===== src/rtl/vga_frame_overlay.sv =====
// Pixel colour stage: fetches upscaled image pixel, overlays the face box, realigns syncs.
// Latency: 2 pixel_clk cycles from position/sync inputs to colour/sync outputs.
// Backpressure: box_ready low while a box waits in the pending slot for the next frame start.
module vga_frame_overlay #(
    parameter int          WIDTH     = 10,
    parameter int          IMG_W     = 160,
    parameter int          IMG_H     = 120,
    parameter int          SCALE_SH  = 2,
    parameter int          ADDR_W    = 15,
    parameter int          BORDER    = 2,
    parameter logic [11:0] BOX_COLOR = 12'hF00,
    parameter logic [11:0] BG_COLOR  = 12'h000
) (
    input  logic              pixel_clk,
    input  logic              rst,
    input  logic [WIDTH-1:0]  xpos,
    input  logic [WIDTH-1:0]  ypos,
    input  logic              de_in,
    input  logic              hsync_in,
    input  logic              vsync_in,
    output logic [ADDR_W-1:0] mem_addr,
    input  logic [11:0]       mem_data,
    input  logic              box_valid,
    output logic              box_ready,
    input  logic              box_clear,
    input  logic [WIDTH-1:0]  box_x0,
    input  logic [WIDTH-1:0]  box_y0,
    input  logic [WIDTH-1:0]  box_x1,
    input  logic [WIDTH-1:0]  box_y1,
    output logic [3:0]        vga_r,
    output logic [3:0]        vga_g,
    output logic [3:0]        vga_b,
    output logic              hsync_out,
    output logic              vsync_out
);

    // Extra bit on coordinate arithmetic keeps border sums from wrapping at the screen edge.
    localparam logic [WIDTH:0] L_BORDER = (WIDTH+1)'(BORDER);
    localparam logic [WIDTH:0] L_IMG_XS = (WIDTH+1)'(IMG_W << SCALE_SH);
    localparam logic [WIDTH:0] L_IMG_YS = (WIDTH+1)'(IMG_H << SCALE_SH);

    // Stage 1 state
    logic [ADDR_W-1:0] r_mem_addr;
    logic              r_in_img, r_on_box, r_de_d1, r_hs_d1, r_vs_d1;
    // Stage 2 state
    logic [11:0]       r_rgb;
    logic              r_hs_d2, r_vs_d2;
    // Box slots
    logic              r_pend_full, r_pend_en, r_box_en;
    logic [WIDTH-1:0]  r_pend_x0, r_pend_y0, r_pend_x1, r_pend_y1;
    logic [WIDTH-1:0]  r_box_x0, r_box_y0, r_box_x1, r_box_y1;

    logic [ADDR_W-1:0] w_addr;
    logic [WIDTH:0]    w_x, w_y;
    logic              w_in_img, w_inside, w_edge, w_on_box;
    logic              w_commit, w_accept;

    assign w_addr = ADDR_W'(32'(ypos >> SCALE_SH) * 32'(IMG_W) + 32'(xpos >> SCALE_SH));

    assign w_x      = {1'b0, xpos};
    assign w_y      = {1'b0, ypos};
    assign w_in_img = (w_x < L_IMG_XS) && (w_y < L_IMG_YS);

    // A degenerate box (x0>x1 or y0>y1) can never satisfy w_inside, so it draws nothing.
    assign w_inside = (xpos >= r_box_x0) && (xpos <= r_box_x1) &&
                      (ypos >= r_box_y0) && (ypos <= r_box_y1);
    assign w_edge   = (w_x < ({1'b0, r_box_x0} + L_BORDER)) ||
                      ((w_x + L_BORDER) > {1'b0, r_box_x1}) ||
                      (w_y < ({1'b0, r_box_y0} + L_BORDER)) ||
                      ((w_y + L_BORDER) > {1'b0, r_box_y1});
    assign w_on_box = r_box_en && w_inside && w_edge;

    // Frame start is the vsync falling edge; the delayed vsync resets to 0 so reset cannot fake one.
    assign w_commit = r_vs_d1 && !vsync_in;
    assign w_accept = box_valid && !r_pend_full;

    // Stage 1: address generation, region/box classification, first sync delay.
    always_ff @(posedge pixel_clk) begin
        if (rst) begin
            r_mem_addr <= '0;
            r_in_img   <= 1'b0;
            r_on_box   <= 1'b0;
            r_de_d1    <= 1'b0;
            r_hs_d1    <= 1'b0;
            r_vs_d1    <= 1'b0;
        end else begin
            r_mem_addr <= w_addr;
            r_in_img   <= w_in_img;
            r_on_box   <= w_on_box;
            r_de_d1    <= de_in;
            r_hs_d1    <= hsync_in;
            r_vs_d1    <= vsync_in;
        end
    end

    // Stage 2: colour select (blanking > box > image > background) and second sync delay.
    always_ff @(posedge pixel_clk) begin
        if (rst) begin
            r_rgb   <= 12'h000;
            r_hs_d2 <= 1'b0;
            r_vs_d2 <= 1'b0;
        end else begin
            if (!r_de_d1)
                r_rgb <= 12'h000;
            else if (r_on_box)
                r_rgb <= BOX_COLOR;
            else if (r_in_img)
                r_rgb <= mem_data;
            else
                r_rgb <= BG_COLOR;
            r_hs_d2 <= r_hs_d1;
            r_vs_d2 <= r_vs_d1;
        end
    end

    // Box handoff: requests park in the pending slot and only reach the active box at frame start.
    // Commit needs a full slot and accept needs an empty one, so they never coincide.
    always_ff @(posedge pixel_clk) begin
        if (rst) begin
            r_pend_full <= 1'b0;
            r_pend_en   <= 1'b0;
            r_pend_x0   <= '0;
            r_pend_y0   <= '0;
            r_pend_x1   <= '0;
            r_pend_y1   <= '0;
            r_box_en    <= 1'b0;
            r_box_x0    <= '0;
            r_box_y0    <= '0;
            r_box_x1    <= '0;
            r_box_y1    <= '0;
        end else if (w_commit && r_pend_full) begin
            r_box_en    <= r_pend_en;
            r_box_x0    <= r_pend_x0;
            r_box_y0    <= r_pend_y0;
            r_box_x1    <= r_pend_x1;
            r_box_y1    <= r_pend_y1;
            r_pend_full <= 1'b0;
        end else if (w_accept) begin
            r_pend_en   <= !box_clear;
            r_pend_x0   <= box_x0;
            r_pend_y0   <= box_y0;
            r_pend_x1   <= box_x1;
            r_pend_y1   <= box_y1;
            r_pend_full <= 1'b1;
        end
    end

    assign mem_addr  = r_mem_addr;
    assign box_ready = !r_pend_full;
    assign vga_r     = r_rgb[11:8];
    assign vga_g     = r_rgb[7:4];
    assign vga_b     = r_rgb[3:0];
    assign hsync_out = r_hs_d2;
    assign vsync_out = r_vs_d2;

endmodule


===== config.mk =====
export PLATFORM = sky130hd
export DESIGN_NAME = vga_frame_overlay
export DESIGN_NICKNAME = d
export VERILOG_FILES = /design/src/rtl/vga_frame_overlay.sv
export SDC_FILE = /design/constraint.sdc
export NUM_CORES = 1
export LEC_CHECK = 0
export ABC_CLOCK_PERIOD_IN_PS = 2500
export CORE_ASPECT_RATIO = 0.9
export CORE_MARGIN = 1
export CORE_UTILIZATION = 49
export DETAILED_ROUTE_END_ITERATION = 7
export PLACE_DENSITY = 0.77
export SLEW_MARGIN = 20
export SYNTH_ARGS = -nofsm -noshare
export SYNTH_HDL_FRONTEND = slang
export SYNTH_SLANG_ARGS = --single-unit

===== constraint.sdc =====
create_clock -name pixel_clk -period 2.5 [get_ports pixel_clk]
set_input_delay 0.5 -clock pixel_clk [delete_from_list [all_inputs] [get_ports pixel_clk]]
set_output_delay 0.5 -clock pixel_clk [all_outputs]
set_load 0.1 [all_outputs]

# ---- Word-level counts from Yosys, hierarchy flattened
# Cells that the tools add are included.
dict set report word_totals {
  ff_bits 117
  latch_bits 0
  ram_bits 0
  rom_bits 0
  input_bits 79
  output_inout_bits 30
  word_cells 61
  n_memories 0
}
dict set report classes {
  addsub 5
  mul 1
  n_div 0
  magnitude_cmp 10
  eq_ne 0
  shift 0
  muxes 2
  bitwise 3
  reduce_logical 19
}
# operator count
set ops {}
lappend ops {{10-bit by 2-bit adder with 11-bit output (second input constant)} 4}
lappend ops {{12-bit 2-to-1 mux} 2}
lappend ops {{11-bit by 10-bit > comparator with 1-bit output} 2}
lappend ops {{10-bit by 11-bit < comparator with 1-bit output} 2}
lappend ops {{10-bit greater-or-equal comparator} 2}
lappend ops {{10-bit <= comparator} 2}
lappend ops {{15-bit by 8-bit adder with 15-bit output} 1}
lappend ops {{10-bit < comparator (second input constant)} 1}
lappend ops {{10-bit by 9-bit < comparator with 1-bit output (second input constant)} 1}
lappend ops {{8-bit by 3-bit multiplier with 10-bit output (second input constant)} 1}
lappend ops {{1-bit logical AND} 9}
lappend ops {{2-bit OR reduction} 2}
lappend ops {{4-bit OR reduction} 1}
lappend ops {{1-bit zero test} 3}
lappend ops {{1-bit logical OR} 3}
lappend ops {{1-bit NOT} 3}
lappend ops {{2-bit AND reduction} 1}

# ---- Logic depth before layout (Yosys ltp)
dict set report logic_depth {
  ltp_word 6
  mapped_depth 12
  ltp_nobuf 12
}

# ---- Worst setup path after synthesis
# No wires, ideal clock.
dict set report synth_path {
  kind {register to register}
  from {reg r_box_y0[1]}
  to {reg r_on_box}
  setup_ps 112
  arrival_time_ps 2298
  required_ps 2388
  setup_slack_ps 89
  path_stages_with_launch 11
  path_buffers 0
  synth_period_minus_slack_ps 2411
  cell_sequence {dfxtp_1 ha_1 and3_1 xnor2_1 ha_1 a21o_1 a221o_1 a31oi_1 o21ai_0 a21o_1 a2111oi_1}
}
dict set report synth_via {
  elab_chain_cells 5
  word_cells_on_any_way 9
  classes_between {add/sub: 1; order compare: 2; reduce/logical: 6}
}
# element line
set synth_rtl {}
lappend synth_rtl {{start, declared} 51} ;# logic [WIDTH-1:0] r_box_x0, r_box_y0, r_box_x1, r_box_y1;
lappend synth_rtl {{start signal, assigned} 134} ;# r_box_y0 <= r_pend_y0;
lappend synth_rtl {{10-bit by 2-bit adder with 11-bit output / 10-bit greater-or-equal comparator (equally long branches)} {69, 66}}
lappend synth_rtl {{10-bit by 11-bit < comparator with 1-bit output / 1-bit logical AND (equally long branches)} {69, 65}}
lappend synth_rtl {{1-bit logical OR / 1-bit logical AND (equally long branches)} {68, 66}}
lappend synth_rtl {{1-bit logical OR / 1-bit logical AND (equally long branches)} {69, 71}}
lappend synth_rtl {{1-bit logical AND *} 71} ;# assign w_on_box = r_box_en && w_inside && w_edge;
lappend synth_rtl {{end signal, assigned} 89} ;# r_on_box <= w_on_box;
lappend synth_rtl {{end, declared} 44} ;# logic r_in_img, r_on_box, r_de_d1, r_hs_d1, r_vs_d1;
# Every way passes the cells marked *; elsewhere a longest branch is shown, timed or not.
# A chain may end at the register's enable or synchronous reset.

# ---- Worst setup path in the final report
dict set report layout_path {
  from {reg r_box_x0[1]}
  to {reg r_on_box}
}
dict set report layout_via {
  elab_chain_cells 6
  word_cells_on_any_way 11
  classes_between {add/sub: 1; order compare: 2; reduce/logical: 8}
}
# element line
set layout_rtl {}
lappend layout_rtl {{start, declared} 51}
lappend layout_rtl {{start signal, assigned} 133} ;# r_box_x0 <= r_pend_x0;
lappend layout_rtl {{10-bit by 2-bit adder with 11-bit output / 10-bit greater-or-equal comparator (equally long branches)} {67, 65}}
lappend layout_rtl {{10-bit by 11-bit < comparator with 1-bit output / 1-bit logical AND (equally long branches)} {67, 65}}
lappend layout_rtl {{1-bit logical OR / 1-bit logical AND (equally long branches)} {67, 65}}
lappend layout_rtl {{1-bit logical OR / 1-bit logical AND (equally long branches)} {68, 66}}
lappend layout_rtl {{1-bit logical OR / 1-bit logical AND (equally long branches)} {69, 71}}
lappend layout_rtl {{1-bit logical AND *} 71}
# Marks and branches as above.

==> results.sh <==
export IMPL_status="finished with violations"
export IMPL_violations="setup timing"
export IMPL_grt_max_degree=44
export IMPL_synth_cell_types=53
export IMPL_synthCells=806
export IMPL_synth_ff_type="dfxtp_1"
export IMPL_gp_congestion=0.8901
export IMPL_power_density_nw_per_um2=595.0
export IMPL_slew_violations=0
export IMPL_insertedDiodeCount=0
export IMPL_hold_class="in -> reg"
export IMPL_start_util_pct=50.97
export IMPL_clk_latency_ns=0.43
export IMPL_antenna_found_initial=0
export IMPL_seq_area_um2=2352
export IMPL_port_buffers=108
export IMPL_num_fill_cells=1012
export IMPL_floorplan_rows=39
export IMPL_path_cells="inv_2 > nor3_2 > nand3_2 > buf_4 > buf_4 > xnor2_1 > ha_1 > nand3_1 > o211ai_1 > o311ai_2 > nor4_2 > a2111oi_2"
export IMPL_fin_crit_ns=2.535
export IMPL_cts_buffer_depth=2
export IMPL_clk_pin_slew_ns=0.05
export IMPL_synth_seq_cells=117
export IMPL_start_kind="flop"
export IMPL_synth_seq_area_share_pct=35.67
export IMPL_post_route_period_util_pct=101.4
export IMPL_cap_violations=0
export IMPL_critical_path_class="reg -> reg"
export IMPL_grt_pass1_vias=5802
export IMPL_cts_tree="yes"
export IMPL_num_vias=6285
export IMPL_grt_pass1_wl_um=27830
export IMPL_fin_tns_setup_ns=-0.03483
export IMPL_layout_commonest_cell="nand2_1"
export IMPL_die_area_um2=13870
export IMPL_drt_total_wl_um=17300
export IMPL_crit_path_frequent_cell="buf_4"
export IMPL_finalSetupViolCount=1
export IMPL_ios=109
export IMPL_die_width_um=124.0
export IMPL_arrival_ns=2.83
export IMPL_yosysWarnings=0
export IMPL_rsz0062_at_grt="true"
export IMPL_critPathBufInv=3
export IMPL_max_slew_margin_pct=66.97
export IMPL_final_core_util_pct=71.43
export IMPL_drtIter0Drc=287
export IMPL_die_h_um=111.8
export IMPL_track_usage_pct=25.77
export IMPL_netlist_area_um2=6566
export IMPL_multi_input_area_um2=4089
export IMPL_post_route_drc_count=0
export IMPL_cts_buffers=17
export IMPL_dr_pass1_iters=5
export IMPL_vias_per_cell=5.344
export IMPL_globalRoute_totalOverflow=0
export IMPL_synth_edf_count=0
export IMPL_synthArstFlopShare_pct=0
export IMPL_finClkSkew_ns=0.008088
export IMPL_crit_slowest_cell="dfxtp_2"
export IMPL_cts_sinks=117
export IMPL_max_stage_delay_ns=0.34
export IMPL_postRouteAntennaNets=0
export IMPL_nets=1178
export IMPL_place_hpwl_um=12230
export IMPL_crit_family="simple AND/OR/NAND/NOR gates"
export IMPL_max_freq_ghz=0.3945
export IMPL_report_final_hold_viol_count=0
export IMPL_crit_fanout=3
export IMPL_h_tree_depth=4
export IMPL_post_drt_wl_per_cell_um=14.71
export IMPL_layout_drive_gt1_share_pct=19.96
export IMPL_power_leakage_nw=3.805
export IMPL_final_cell_mix="nand2_1 (174), buf_4 (127), dfxtp_1 (113)"
export IMPL_synth_fp_nets=982
export IMPL_syn_area_per_cell_um2=8.147
export IMPL_tightest_slew_ns=0.4830
export IMPL_crit_path_end_kind="flop"
export IMPL_core_area_um2=12880
export IMPL_cts_root_buf="clkbuf_16"
export IMPL_crit_required_ns=2.79
export IMPL_setup_ws_ns=-0.03483
export IMPL_vdd_drop_max_mv=0.5341
export IMPL_area_delta_synth_final_pct=40.13
logic make-up (layout without fill, tap and decap cells):
family                   Yosys count  after routing  share of synthesized area (%)
adder cells (fa/ha/maj)           97             97                          18.71
buffers and inverters             82            288                          4.688
AND/OR/NAND/NOR                  309            309                          21.38
XOR/XNOR                          34             34                          4.535
AO/OA/AOI/OAI                    167            167                          15.02
flip-flops                       117            117                          35.67
cell type report:
class | instances | area share [%]
well taps | 164 | 2.230
multi-input cells | 607 | 44.44
repair buffers | 207 | 19.42
flip-flops and latches | 117 | 25.56
inverters | 52 | 2.121
clock buffers | 21 | 5.113
clock inverters | 8 | 1.115
per-layer routing:
layer / share of wire, % / wire, um / track usage [%] / up-vias
met2: 45 / 7727 / 39.41 / 223
met4: 2.8 / 483 / 11.51 / 0
met5: 0 / 0 / 0 / -
li1: - / - / - / 3149
met3: 6.5 / 1132 / 5.738 / 49
met1: 46 / 7958 / 34.47 / 2864
repair_timing:
action                     CTS  global route
hold endpoints to repair     0             0
setup buffers                2             7
pin swaps                    7            23
gates resized for setup     17            34
hold buffers                 0             0
setup endpoints to repair    5             6
path summary, 6_finish.rpt:
check | slack [ns] | end | start | cells after the start
worst max register to register | -0.03 | r_on_box | r_box_x0[1] | 12
worst max-delay path | -0.03 | r_on_box | r_box_x0[1] | 12
worst min-delay path | 0.42 | mem_addr[6] | rst | 2
worst min register to register | 0.43 | hsync_out | r_hs_d1 | 1
where the power goes:
part	switching, mW	internal, mW
Sequential	0.0342	1.94
Combinational	0.640	0.476
Clock	0.858	1.52
flip-flops by register name (all words and copies together), names as in the netlist, 10 cells and up:
signal     count
mem_addr      15
r_box_x0      10
r_box_x1      10
r_box_y0      10
r_box_y1      10
r_pend_x0     10
r_pend_x1     10
r_pend_y0     10
r_pend_y1     10
r_rgb         12
cell usage after synthesis, types with 4 or more instances:
master	n	area share [%]
a21oi_1	108	8.2
nand2b_1	4	0.38
nand2_1	174	9.9
clkbuf_1	30	1.7
dfxtp_1	117	36
o21ai_0	8	0.61
ha_1	95	18
and2_1	9	0.86
xor2_1	9	1.2
a21o_1	13	1.5
a211oi_1	6	0.69
xnor2_1	25	3.3
o211ai_1	4	0.46
nor2_1	34	1.9
nand4_1	6	0.57
nand3_1	21	1.6
and3_1	12	1.1
nor3_1	13	0.99
inv_1	49	2.8
nor2b_1	19	1.8
per-stage QoR:
stage          total power, mW  setup slack [ns]  hold slack (ns)  std cells  area (um^2)
6_report                 5.475          -0.03483           0.4224       1176         9201
5_1_grt                  5.688           -0.1864           0.4357       1176         9201
2_1_floorplan            2.645           0.08939           0.4138        806         6566
3_5_place_dp             3.088           -0.6114           0.4256       1138         8356
3_3_place_gp             3.072           -0.5455           0.4216       1138         8356
4_1_cts                  5.479          -0.01503           0.4144       1169         9012
Note: power is estimated with default switching activity, not from simulation.
